$ cat config.mk
export PLATFORM = sky130hd
export DESIGN_NAME = text_cell_sequencer
export DESIGN_NICKNAME = d
export VERILOG_FILES = /design/src/rtl/text_cell_sequencer.sv
export SDC_FILE = /design/constraint.sdc
export NUM_CORES = 1
export LEC_CHECK = 0
export CAP_MARGIN = 10
export CORE_MARGIN = 10
export CORE_UTILIZATION = 65
export DETAILED_ROUTE_END_ITERATION = 8
export PLACE_DENSITY = 0.85
export SETUP_SLACK_MARGIN = 0.1
export SLEW_MARGIN = 0
export SYNTH_ARGS = -nofsm -noshare
export SYNTH_HDL_FRONTEND = slang
export SYNTH_SLANG_ARGS = --single-unit
$ cat constraint.sdc
create_clock -name clk -period 8.1 [get_ports clk]
set_clock_uncertainty 0.1 [all_clocks]
set_input_delay 1.62 -clock clk [delete_from_list [all_inputs] [get_ports clk]]
set_output_delay 1.62 -clock clk [all_outputs]
set_load 0.05 [all_outputs]
$ cat src/rtl/text_cell_sequencer.sv
// text_cell_sequencer: character-grid front end for the VGA text overlay.
// Holds a COLS x ROWS buffer of 6-bit glyph codes written via a valid/ready
// port with an auto-advancing cursor, and maps each pixel to its owning cell
// through a two-stage read pipeline feeding the fourteen-segment drawer.
// Optional feature macro: TEXT_CURSOR_BLINK_EN (blinking cursor cell).
module text_cell_sequencer #(
    parameter int COLS         = 16,
    parameter int ROWS         = 4,
    parameter int TEXT_X0      = 0,
    parameter int TEXT_Y0      = 0,
    parameter int CELL_W       = 40,
    parameter int CELL_H       = 60,
    parameter int GLYPH_W      = 32,
    parameter int GLYPH_H      = 48,
    parameter int BLINK_FRAMES = 30
) (
    input  logic                     clk,
    input  logic                     reset,
    input  logic                     wr_valid,
    output logic                     wr_ready,
    input  logic [5:0]               wr_char,
    input  logic [9:0]               pix_x,
    input  logic [9:0]               pix_y,
    input  logic                     frame_tick,
    output logic [9:0]               out_x,
    output logic [9:0]               out_y,
    output logic [5:0]               character,
    output logic [9:0]               x_start,
    output logic [9:0]               y_start,
    output logic                     cell_active,
    output logic [$clog2(COLS)-1:0]  cursor_col,
    output logic [$clog2(ROWS)-1:0]  cursor_row
);

    localparam int CELLS = COLS * ROWS;
    localparam int AW    = (CELLS > 1) ? $clog2(CELLS) : 1;
    localparam int CW    = $clog2(COLS);
    localparam int RW    = $clog2(ROWS);

    localparam logic [5:0] SPACE        = 6'd36;
    localparam logic [5:0] CODE_CLEAR   = 6'd62;
    localparam logic [5:0] CODE_NEWLINE = 6'd63;

    typedef enum logic {CLEAR, IDLE} state_t;

    state_t          state, state_n;
    logic [AW-1:0]   clr_addr, clr_addr_n;
    logic [CW-1:0]   col_n;
    logic [RW-1:0]   row_n;
    logic [RW-1:0]   row_inc;
    logic            mem_we;
    logic [AW-1:0]   mem_waddr;
    logic [5:0]      mem_wdata;
    logic [5:0]      mem [CELLS];
    logic [5:0]      rd_data;

    logic [10:0]     dx_ext, dy_ext;
    logic [9:0]      col_full, row_full, x_off, y_off;
    logic [9:0]      xs_c, ys_c;
    logic [AW-1:0]   addr_c;
    logic            inside_c;

    logic [9:0]      s1_x, s1_y, s1_xs, s1_ys;
    logic [AW-1:0]   s1_addr;
    logic            s1_inside;

    // Write-side next state: the clear sweep, then command decode and cursor advance while idle
    always_comb begin
        state_n    = state;
        clr_addr_n = clr_addr;
        col_n      = cursor_col;
        row_n      = cursor_row;
        wr_ready   = 1'b0;
        mem_we     = 1'b0;
        mem_waddr  = AW'(10'(cursor_row) * 10'(COLS) + 10'(cursor_col));
        mem_wdata  = (wr_char <= SPACE) ? wr_char : SPACE;
        row_inc    = (cursor_row == RW'(ROWS - 1)) ? '0 : cursor_row + RW'(1);
        case (state)
            CLEAR: begin
                mem_we    = 1'b1;
                mem_waddr = clr_addr;
                mem_wdata = SPACE;
                if (clr_addr == AW'(CELLS - 1)) begin
                    state_n    = IDLE;
                    clr_addr_n = '0;
                    col_n      = '0;
                    row_n      = '0;
                end else begin
                    clr_addr_n = clr_addr + AW'(1);
                end
            end
            IDLE: begin
                wr_ready = 1'b1;
                if (wr_valid) begin
                    if (wr_char == CODE_NEWLINE) begin
                        col_n = '0;
                        row_n = row_inc;
                    end else if (wr_char == CODE_CLEAR) begin
                        state_n    = CLEAR;
                        clr_addr_n = '0;
                    end else begin
                        mem_we = 1'b1;
                        if (cursor_col == CW'(COLS - 1)) begin
                            col_n = '0;
                            row_n = row_inc;
                        end else begin
                            col_n = cursor_col + CW'(1);
                        end
                    end
                end
            end
        endcase
    end

    // Write-side state, clear address and cursor registers; reset restarts the clear from address 0
    always_ff @(posedge clk or posedge reset) begin
        if (reset) begin
            state      <= CLEAR;
            clr_addr   <= '0;
            cursor_col <= '0;
            cursor_row <= '0;
        end else begin
            state      <= state_n;
            clr_addr   <= clr_addr_n;
            cursor_col <= col_n;
            cursor_row <= row_n;
        end
    end

    // Simple dual-port buffer, read-first: a same-edge write and read of one cell returns the old code
    always_ff @(posedge clk) begin
        if (mem_we) begin
            mem[mem_waddr] <= mem_wdata;
        end
        rd_data <= mem[s1_addr];
    end

    // Stage 1 pixel-to-cell mapping; the extra top bit of dx/dy flags pixels left of or above the grid
    always_comb begin
        dx_ext   = {1'b0, pix_x} - 11'(TEXT_X0);
        dy_ext   = {1'b0, pix_y} - 11'(TEXT_Y0);
        col_full = dx_ext[9:0] / 10'(CELL_W);
        row_full = dy_ext[9:0] / 10'(CELL_H);
        x_off    = dx_ext[9:0] - col_full * 10'(CELL_W);
        y_off    = dy_ext[9:0] - row_full * 10'(CELL_H);
        inside_c = !dx_ext[10] && !dy_ext[10] &&
                   (col_full < 10'(COLS)) && (row_full < 10'(ROWS)) &&
                   (x_off < 10'(GLYPH_W)) && (y_off < 10'(GLYPH_H));
        xs_c     = 10'(TEXT_X0) + col_full * 10'(CELL_W);
        ys_c     = 10'(TEXT_Y0) + row_full * 10'(CELL_H);
        addr_c   = AW'(row_full * 10'(COLS) + col_full);
    end

    // Two pipeline stages keeping coordinates, cell origin and inside flag aligned with the buffer read
    always_ff @(posedge clk or posedge reset) begin
        if (reset) begin
            s1_x        <= '0;
            s1_y        <= '0;
            s1_xs       <= '0;
            s1_ys       <= '0;
            s1_addr     <= '0;
            s1_inside   <= 1'b0;
            out_x       <= '0;
            out_y       <= '0;
            x_start     <= '0;
            y_start     <= '0;
            cell_active <= 1'b0;
        end else begin
            s1_x        <= pix_x;
            s1_y        <= pix_y;
            s1_xs       <= xs_c;
            s1_ys       <= ys_c;
            s1_addr     <= addr_c;
            s1_inside   <= inside_c;
            out_x       <= s1_x;
            out_y       <= s1_y;
            x_start     <= s1_xs;
            y_start     <= s1_ys;
            cell_active <= s1_inside;
        end
    end

`ifdef TEXT_CURSOR_BLINK_EN
    localparam int FW = $clog2(BLINK_FRAMES + 1);

    logic [FW-1:0] frame_cnt;
    logic          blink_on;
    logic          cursor_c, s1_cursor, s2_cursor;

    assign cursor_c = (col_full == 10'(cursor_col)) && (row_full == 10'(cursor_row));

    // Blink phase toggles every BLINK_FRAMES frame ticks and starts in the on phase
    always_ff @(posedge clk or posedge reset) begin
        if (reset) begin
            frame_cnt <= '0;
            blink_on  <= 1'b1;
        end else if (frame_tick) begin
            if (frame_cnt == FW'(BLINK_FRAMES - 1)) begin
                frame_cnt <= '0;
                blink_on  <= !blink_on;
            end else begin
                frame_cnt <= frame_cnt + FW'(1);
            end
        end
    end

    // Carry the cursor-cell flag alongside the read pipeline
    always_ff @(posedge clk or posedge reset) begin
        if (reset) begin
            s1_cursor <= 1'b0;
            s2_cursor <= 1'b0;
        end else begin
            s1_cursor <= cursor_c;
            s2_cursor <= s1_cursor;
        end
    end

    assign character = !cell_active ? SPACE : ((s2_cursor && blink_on) ? 6'd8 : rd_data);
`else
    localparam int BLINK_FRAMES_UNUSED = BLINK_FRAMES;
    logic frame_tick_unused;

    assign frame_tick_unused = frame_tick;
    assign character         = cell_active ? rd_data : SPACE;
`endif

endmodule
Yosys cells after proc, flatten, opt, wreduce, memory -nomap -nowiden
Memory sizes are Yosys's and may differ from the RTL's. A register that Yosys moved wholly into a read port is not among the register bits.
Index checks and enable logic that the tools add are counted.
{"block": "op_classes", "bitwise": 1, "n_addsub": 7, "n_reduce_logical": 6, "multipliers": 2, "n_lt_le_gt_ge": 5, "eq_ne": 11, "n_mux": 33, "n_div": 2}
{"op": "$mux W6", "count": 8}
{"op": "$div A10 B6 Y10 const B", "count": 2}
{"op": "$lt A10 B6 Y1 const B", "count": 2}
{"op": "$mux W4", "count": 5}
{"op": "$sub A10 B10 Y10", "count": 2}
{"op": "$eq A6 B6 Y1 const B", "count": 3}
{"op": "$mux W2", "count": 6}
{"op": "$pmux W6 S2", "count": 1}
{"op": "$lt A10 B3 Y1 const B", "count": 1}
{"op": "$lt A10 B5 Y1 const B", "count": 1}
{"op": "$mul A10 B3 Y7 const B", "count": 1}
{"op": "$mul A10 B4 Y8 const B", "count": 1}
{"op": "$mux W1", "count": 9}
{"op": "$pmux W4 S2", "count": 1}
{"op": "$add A6 B1 Y6 const B", "count": 1}
{"op": "$add A6 B4 Y6", "count": 1}
{"op": "$add A6 B6 Y6", "count": 1}
{"op": "$le A6 B6 Y1 const B", "count": 1}
{"op": "$ne A2 B2 Y1 const B", "count": 3}
{"op": "$reduce_and A3 Y1", "count": 2}
{"op": "$add A4 B1 Y4 const B", "count": 1}
{"op": "$eq A4 B4 Y1 const B", "count": 1}
{"op": "$pmux W1 S2", "count": 2}
{"op": "$pmux W2 S2", "count": 1}
{"op": "8 further kinds", "count": 10}
{"block": "totals", "ram_bits": 384, "output_inout_bits": 54, "in_bits": 30, "word_cells": 83, "register_bits": 91, "n_memories": 1}
{"memory": "mem", "depth": 64, "word_bits": 6, "rd": 1, "rd_clocked_by_memory_dff": 1, "wr": 1, "line_no": "54", "source": "logic [5:0] mem [CELLS];"}

Logic depth before layout (Yosys ltp)
Gate-level depths: netlist (run 1).
{"block": "depth", "depth_word": 7, "ltp_mapped": 23, "ltp_nobuf": 21}

Worst setup path after synthesis (run 1)
No wires, ideal clock.
{"block": "synth_path", "path_type": "input port to flip-flop", "from": "in pix_y[7]", "to": "reg s1_inside", "setup_time_ps": 96, "stages": 18, "arrival_time_ps": 5743, "required_time_ps": 7904, "setup_slack_ps": 2162, "path_buffers": 2, "cell_sequence": "buf_4 > buf_2 > nand3_1 > mux2i_1 > fa_1 > fa_1 > inv_1 > ha_1 > xnor2_1 > inv_1 > ha_1 > nand2b_1 > o22ai_1 > or3_1 > a211oi_1 > o211a_1 > o311ai_0 > a311oi_2"}
{"block": "synth_between", "elab_chain_cells": 5, "elab_cells_between_ends": 8, "cone_classes": "1 x add/sub; 1 x mul; 1 x div; 2 x order compare; 3 x reduce/logical"}
{"item": "from (decl)", "line_no": "23", "source": "input logic [9:0] pix_y,"}
{"item": "$div A10 B6 Y10", "line_no": "143", "source": "row_full = dy_ext[9:0] / 10'(CELL_H);"}
{"item": "$mul A10 B4 Y8"}
{"item": "net ys_c[6]", "line_no": "59", "source": "logic [9:0] xs_c, ys_c;"}
{"item": "$sub A10 B10 Y10", "line_no": "145", "source": "y_off = dy_ext[9:0] - row_full * 10'(CELL_H);"}
{"item": "$lt A10 B6 Y1", "line_no": "148", "source": "(x_off < 10'(GLYPH_W)) && (y_off < 10'(GLYPH_H));"}
{"item": "$logic_and A1 B1 Y1", "line_no": "148"}
{"item": "net inside_c", "line_no": "61", "source": "logic inside_c;"}
{"item": "to (signal assigned)", "line_no": "174", "source": "s1_inside <= inside_c;"}
{"item": "to (decl)", "line_no": "65", "source": "logic s1_inside;"}
The timed path passes the listed nets, and every way through them passes these cells.
A chain may end at the register's enable or synchronous reset.

Worst setup path after layout (run 1)
{"block": "layout_path", "from": "in pix_y[7]", "to": "reg s1_inside"}
{"block": "layout_between", "elab_chain_cells": 5, "elab_cells_between_ends": 8, "cone_classes": "1 x add/sub; 1 x mul; 1 x div; 2 x order compare; 3 x reduce/logical"}
{"item": "$div A10 B6 Y10", "line_no": "143"}
{"item": "net row_full[0]", "line_no": "58", "source": "logic [9:0] col_full, row_full, x_off, y_off;"}
{"item": "$mul A10 B4 Y8"}
{"item": "net ys_c[6]", "line_no": "59"}
{"item": "$sub A10 B10 Y10", "line_no": "145"}
{"item": "$lt A10 B6 Y1", "line_no": "148"}
{"item": "$logic_and A1 B1 Y1", "line_no": "148"}
{"item": "net inside_c", "line_no": "61"}
The timed path passes the listed nets, and every way through them passes these cells.

==> results of run 1 <==
layer usage:
layer,routed length (um),vias up
li1,-,4429
met1,17060,5401
met2,22900,601
met3,3790,102
met4,1271,0
met5,0,-
layout make-up:
class	instances	area, um2
timing repair buffer	90	893.4
fill	1575	7457
tap	390	488.0
inverter	40	151.4
multi-input combinational	515	5370
clock buffer	62	1279
clock inverter	21	192.7
sequential	479	13890
metrics by stage:
| stage | power [W] | utilization [%] |
|---|---|---|
| finish | 0.006427 | 74.91 |
| detailed placement | 0.004347 | 69.82 |
| global route | 0.006642 | 74.91 |
| global placement | 0.004287 | 69.82 |
| floorplan | 0.003919 | - |
| CTS | 0.006431 | 74.77 |
report_power, final:
part	switching [W]	internal, W	total [W]
Combinational	0.000832	0.000503	0.00134
Sequential	0.000125	0.00287	0.00300
Clock	0.000891	0.00120	0.00209
Total	0.00185	0.00458	0.00643
critical path, cell delays in order:
cell,delay (ns)
clkdlybuf4s50_1,0.78
maj3_2,0.48
o221ai_1,0.16
o311a_1,0.27
o21a_1,0.29
inv_1,0.09
fa_1,0.53
fa_1,0.47
fa_1,0.42
xnor2_1,0.25
inv_1,0.08
ha_1,0.34
nand2b_1,0.13
o22ai_1,0.09
or3_1,0.35
a211oi_1,0.18
o211a_1,0.18
o311ai_0,0.17
a311oi_2,0.25
registers in the layout, indices dropped and copies added, names as in the netlist, 5 cells and up:
register	flops
s1_ys	8
s1_y	10
clr_addr	6
x_start	7
rd_data	6
y_start	8
s1_x	10
s1_xs	5
out_y	10
s1_addr	6
out_x	10
mem	384
synth_stat cells (3+ instances only):
library cell | instances | area share (%)
a211oi_1 | 6 | 0.23
a21boi_0 | 3 | 0.11
a21o_1 | 6 | 0.23
a21oi_1 | 18 | 0.46
a31oi_1 | 3 | 0.096
and2_1 | 8 | 0.25
buf_1 | 6 | 0.11
buf_2 | 8 | 0.20
buf_4 | 9 | 0.34
buf_6 | 4 | 0.23
clkbuf_1 | 26 | 0.50
dfrtp_1 | 89 | 11
dfxtp_1 | 6 | 0.61
edfxtp_1 | 384 | 59
fa_1 | 8 | 0.82
ha_1 | 31 | 2.0
inv_1 | 40 | 0.76
maj3_1 | 3 | 0.15
mux2i_1 | 3 | 0.15
mux4_2 | 126 | 14
nand2_1 | 49 | 0.94
nand2b_1 | 15 | 0.48
nand3_1 | 13 | 0.33
nand4_1 | 3 | 0.096
nor2_1 | 91 | 1.7
nor2b_1 | 9 | 0.29
nor3b_1 | 3 | 0.11
o211ai_1 | 4 | 0.15
o21a_1 | 6 | 0.23
o21ai_0 | 28 | 0.71
o21bai_1 | 3 | 0.11
o221ai_1 | 6 | 0.27
o22ai_1 | 6 | 0.19
o31ai_1 | 4 | 0.15
o32ai_1 | 5 | 0.22
or3_1 | 5 | 0.16
xnor2_1 | 16 | 0.71
worst paths after layout:
check                                end  cells past startpoint       start
setup reg to reg              rd_data[5]                      4  s1_addr[0]
setup / recovery               s1_inside                     19    pix_y[7]
min in group asynchronous  cursor_col[0]                      2       reset
hold / removal                  out_y[6]                      0     s1_y[6]
max in group asynchronous     s1_addr[1]                      3       reset
hold reg to reg                 out_y[6]                      0     s1_y[6]
kinds of logic after synthesis:
group                    count (synthesis)  synth area share, %
other                                    1              0.01910
buffers and inverters                   93                2.154
AND/OR/NAND/NOR                        204                4.697
adder cells (fa/ha/maj)                 43                3.002
flip-flops                             479                70.69
AO/OA/AOI/OAI                          116                4.021
multiplexers                           130                14.66
XOR/XNOR                                17               0.7583
==> results.sh, run 1 <==
export IMPL_outcome="finished clean"
export IMPL_cp_end_kind="flop"
export IMPL_via_per_inst=6.595
export IMPL_critPathMaxFanout=20
export IMPL_drv_cap=0
export IMPL_gr_total_overflow=0
export IMPL_wl_per_cell_um=28.19
export IMPL_grtUsageMet1_pct=31.96
export IMPL_grt_pass1_wl_um=69290
export IMPL_diodes=0
export IMPL_post_cts_resized=0
export IMPL_core_um2=29720
export IMPL_r2r_slack_ns=4.54
export IMPL_grtUsageTotal_pct=23.98
export IMPL_ys_seq_area_share_pct=70.69
export IMPL_cts_tree="done"
export IMPL_synth_edf_count=384
export IMPL_ys_ff_latch=479
export IMPL_cts_sinks=479
export IMPL_final_hold_worst_slack_ns=0.2453
export IMPL_h_tree_depth=2
export IMPL_route_detailed_drc=0
export IMPL_ios=84
export IMPL_worstMarginPinSlew_ns=1.038
export IMPL_place_gp_congestion=0.8197
export IMPL_port_buffers=77
export IMPL_place_ws_ns=0.7696
export IMPL_worstSkewPairLatency_ns=0.56
export IMPL_rsz0062_at_grt="no"
export IMPL_die_h_um=193.8
export IMPL_die_w_um=193.8
export IMPL_p_per_area_nw_per_um2=288.7
export IMPL_hp_class="reg -> reg"
export IMPL_cp_arrival_ns=7.13
export IMPL_drt_iter0_drc=1281
export IMPL_ctsRootBufferMaster="clkbuf_16"
export IMPL_synthCells=1083
export IMPL_grt_pass1_vias=10870
export IMPL_hold_buffers=0
export IMPL_post_cts_buffers=0
export IMPL_syn_cell_area_um2=19630
export IMPL_layoutNonFillerInstCount=1597
export IMPL_grt_busiest_layer="met2"
export IMPL_hpwlAfterDp_um=26440
export IMPL_slew_headroom_pct=30.81
export IMPL_dieArea_um2=37560
export IMPL_antenna_found_initial=0
export IMPL_fmax_mhz=147.4
export IMPL_num_rows=63
export IMPL_finalCriticalPeriod_ns=6.786
export IMPL_drt_pass1_iterations=6
export IMPL_clockBufferDepth=3
export IMPL_final_common_cell="edfxtp_1"
export IMPL_path_clk_slew_ns=0.06
export IMPL_postRouteAntennaNets=0
export IMPL_drive_gt1_share_pct=18.23
export IMPL_cp_required_ns=8.44
export IMPL_setup_tns_ns=0
export IMPL_place_area_um2=20750
export IMPL_area_growth_pct=13.38
export IMPL_start_util_pct=66.07
export IMPL_synth_async_reset_ratio_pct=18.58
export IMPL_fin_nets=1241
export IMPL_dp_cells=1512
export IMPL_finalMaxSlewViolations=0
export IMPL_path_class="in -> reg"
export IMPL_timing_final_ws_setup_ns=1.314
export IMPL_use_met3_pct=4.357
export IMPL_setup_viol=0
export IMPL_fin_area_um2=22260
export IMPL_finalHoldViolCount=0
export IMPL_vias=10530
export IMPL_layout_common_cells="384 x edfxtp_1, 126 x mux4_2, 89 x nor2_1, 87 x dfrtp_1, 77 x clkdlybuf4s50_1"
export IMPL_synthFlopType="edfxtp_1"
export IMPL_met2_usage_pct=39.78
export IMPL_ir_drop_mv=0.2254
export IMPL_period_share_pct=83.78
export IMPL_yosysWarnings=0
export IMPL_grt_max_degree=77
export IMPL_syn_area_per_cell_um2=18.13
export IMPL_p_leak_nw=7.618
export IMPL_cts_buffers=46
export IMPL_post_synth_num_cell_types=63
export IMPL_cp_start_kind="input pin"
export IMPL_drt_wl_total_um=45020
Power figures use the tool's default switching activity.
==> run 2: changes to the inputs <==
--- a/config.mk
+++ b/config.mk
@@ -7,9 +7,9 @@
 export LEC_CHECK = 0
 export CAP_MARGIN = 10
 export CORE_MARGIN = 10
-export CORE_UTILIZATION = 65
+export CORE_UTILIZATION = 60
 export DETAILED_ROUTE_END_ITERATION = 8
-export PLACE_DENSITY = 0.85
+export PLACE_DENSITY = 0.79
 export SETUP_SLACK_MARGIN = 0.1
 export SLEW_MARGIN = 0
 export SYNTH_ARGS = -nofsm -noshare
==> constraint.sdc (replaced) <==
create_clock -name clk -period 6.7 [get_ports clk]
set_clock_uncertainty 0.1 [all_clocks]
set_input_delay 1.34 -clock clk [delete_from_list [all_inputs] [get_ports clk]]
set_output_delay 1.34 -clock clk [all_outputs]
set_load 0.05 [all_outputs]
==> results.sh, run 2 (same netlist as run 1, synthesis figures left out) <==
export IMPL_crit_slowest_cell="clkdlybuf4s50_1"
export IMPL_wl_per_cell_um=25.02
export IMPL_max_flop_register="mem"
export IMPL_port_buffers=77
export IMPL_worstMarginPinSlew_ns=1.218
export IMPL_slew_headroom_pct=18.79
export IMPL_post_cts_resized=0
export IMPL_fin_nets=1255
export IMPL_r2r_slack_ns=3.27
export IMPL_setup_tns_ns=0
export IMPL_setup_viol=0
export IMPL_grtUsageTotal_pct=20.67
export IMPL_largest_reg_flops=384
export IMPL_gr_total_overflow=0
export IMPL_ctsRootBufferMaster="clkbuf_16"
export IMPL_grt_pass1_wl_um=64000
export IMPL_hold_buffers=0
export IMPL_place_gp_congestion=0.8349
export IMPL_grt_busiest_layer="met2"
export IMPL_ios=84
export IMPL_hpwlAfterDp_um=25650
export IMPL_antenna_found_initial=2
export IMPL_critPathMaxFanout=8
export IMPL_r2r_end="rd_data[4]"
export IMPL_die_w_um=200.9
export IMPL_num_rows=66
export IMPL_r2r_start="s1_addr[0]"
export IMPL_reg2reg_depth=4
export IMPL_area_growth_pct=14.58
export IMPL_holdCritStartpoint="s1_x[5]"
export IMPL_path_clk_slew_ns=0.06
export IMPL_grt_max_degree=73
export IMPL_drt_pass1_iterations=8
export IMPL_use_met3_pct=5.212
export IMPL_h_tree_depth=2
export IMPL_power_internal_w=0.005637
export IMPL_hold_end="out_x[5]"
export IMPL_drv_cap=0
export IMPL_crit_family="adder cells"
export IMPL_finalCriticalPeriod_ns=6.161
export IMPL_die_h_um=200.9
export IMPL_layout_common_cells="384 x edfxtp_1, 126 x mux4_2, 89 x nor2_1, 87 x dfrtp_1, 77 x clkdlybuf4s50_1"
export IMPL_start_util_pct=60.65
export IMPL_period_share_pct=91.95
export IMPL_drive_gt1_share_pct=19.05
export IMPL_postRouteAntennaNets=0
export IMPL_final_hold_worst_slack_ns=0.2449
export IMPL_cp_required_ns=7.03
export IMPL_comb_power_share_pct=20.5
export IMPL_post_cts_buffers=0
export IMPL_cp_slowest_stage_delay_ns=0.57
export IMPL_hp_class="reg -> reg"
export IMPL_cp_end_kind="flop"
export IMPL_crit_path_frequent_cell="fa_1"
export IMPL_clockBufferDepth=3
export IMPL_p_leak_nw=7.719
export IMPL_finalMaxSlewViolations=0
export IMPL_power_share_switching_pct=27.85
export IMPL_ir_drop_mv=0.3135
export IMPL_rsz0062_at_grt="no"
export IMPL_cp_start_kind="input pin"
export IMPL_grt_pass1_vias=10500
export IMPL_whs_path_depth=0
export IMPL_drt_iter0_drc=1139
export IMPL_drt_wl_total_um=41680
export IMPL_cp_arrival_ns=6.49
export IMPL_final_common_cell="edfxtp_1"
export IMPL_dieArea_um2=40360
export IMPL_crit_chain="clkdlybuf4s50_1, buf_4, nor2b_1, o221ai_1, o2111ai_1, a21oi_1, a21oi_1, fa_1, fa_1, fa_1, xnor2_1, inv_1, ha_1, nand2b_1, o22ai_1, or3_1, a211oi_1, o211a_1, o311ai_0, a311oi_2"
export IMPL_grtUsageMet1_pct=27.41
export IMPL_p_seq_share_pct=46.6
export IMPL_met2_usage_pct=33.55
export IMPL_finalHoldViolCount=0
export IMPL_outcome="finished clean"
export IMPL_cts_buffers=46
export IMPL_route_detailed_drc=0
export IMPL_p_per_area_nw_per_um2=347.3
export IMPL_clock_power_share_pct=32.9
export IMPL_vias=10320
export IMPL_path_buf_inv=3
export IMPL_cts_sinks=479
export IMPL_via_per_inst=6.193
export IMPL_cts_tree="done"
export IMPL_worstSkewPairLatency_ns=0.54
export IMPL_fmax_mhz=162.3
export IMPL_core_um2=32370
export IMPL_path_class="in -> reg"
export IMPL_p_switching_w=0.002176
-- run 2: cell count changes in the layout (fill, tap and decap cells not counted), moves of 2 or more --
cell / delta
clkinv_1: -8
clkinvlp_4: -2
clkbuf_1: +11
clkbuf_16: +2
buf_4: +13
-- run 2: power by group through the flow --
stage	sequential, W	combinational, W	clock [W]
after floorplan	0.00379	0.000947	0
after global placement	0.00368	0.00154	0
after detailed placement	0.00370	0.00158	0
after CTS	0.00364	0.00160	0.00261
after global routing	0.00367	0.00172	0.00273
final	0.00364	0.00160	0.00257
-- run 2: worst max-delay path by stage --
stage | startpoint | end | depth (start not counted)
after CTS | pix_y[9] | s1_inside | 20
after global routing | pix_y[9] | s1_inside | 21
after global placement | pix_y[9] | s1_inside | 20
final | pix_y[9] | s1_inside | 20
after floorplan | pix_y[7] | s1_inside | 18
after detailed placement | pix_y[9] | s1_inside | 20
-- run 2: area by class of cell --
class / instances / area [um2]
fillers: 2006 / 9874
multi-input cells: 515 / 5370
repair buffers: 104 / 1018
inverters: 40 / 151.4
clock buffers: 73 / 1349
clock inverters: 12 / 166.4
flip-flops and latches: 479 / 13890
diodes: 1 / 2.502
well taps: 442 / 553.0
-- run 2: routing by layer --
layer / share of wire (%) / vias to the layer above
met2: 50 / 434
met1: 39 / 5355
met4: 2.3 / 0
met3: 8.1 / 72
li1: - / 4457
met5: 0 / -
-- run 2: worst register-to-register path: stages, from the launching register on --
cell     delay (ns)
dfrtp_4        1.01
buf_12         0.46
mux4_2         0.63
mux4_2         0.58
mux4_2         0.52
-- run 2: through the flow --
step           power (W)  setup WS, ns  instance area [um2]  instances  utilization (%)
4_1_cts         0.007843        0.5529                22450       1663            69.34
5_1_grt         0.008115        0.1673                22490       1665            69.49
2_1_floorplan   0.004738         1.042                19650       1087                -
3_3_place_gp    0.005225        0.1131                20930       1578            64.66
3_5_place_dp    0.005274       0.01879                20930       1578            64.66
6_report        0.007813        0.5393                22500       1666            69.50
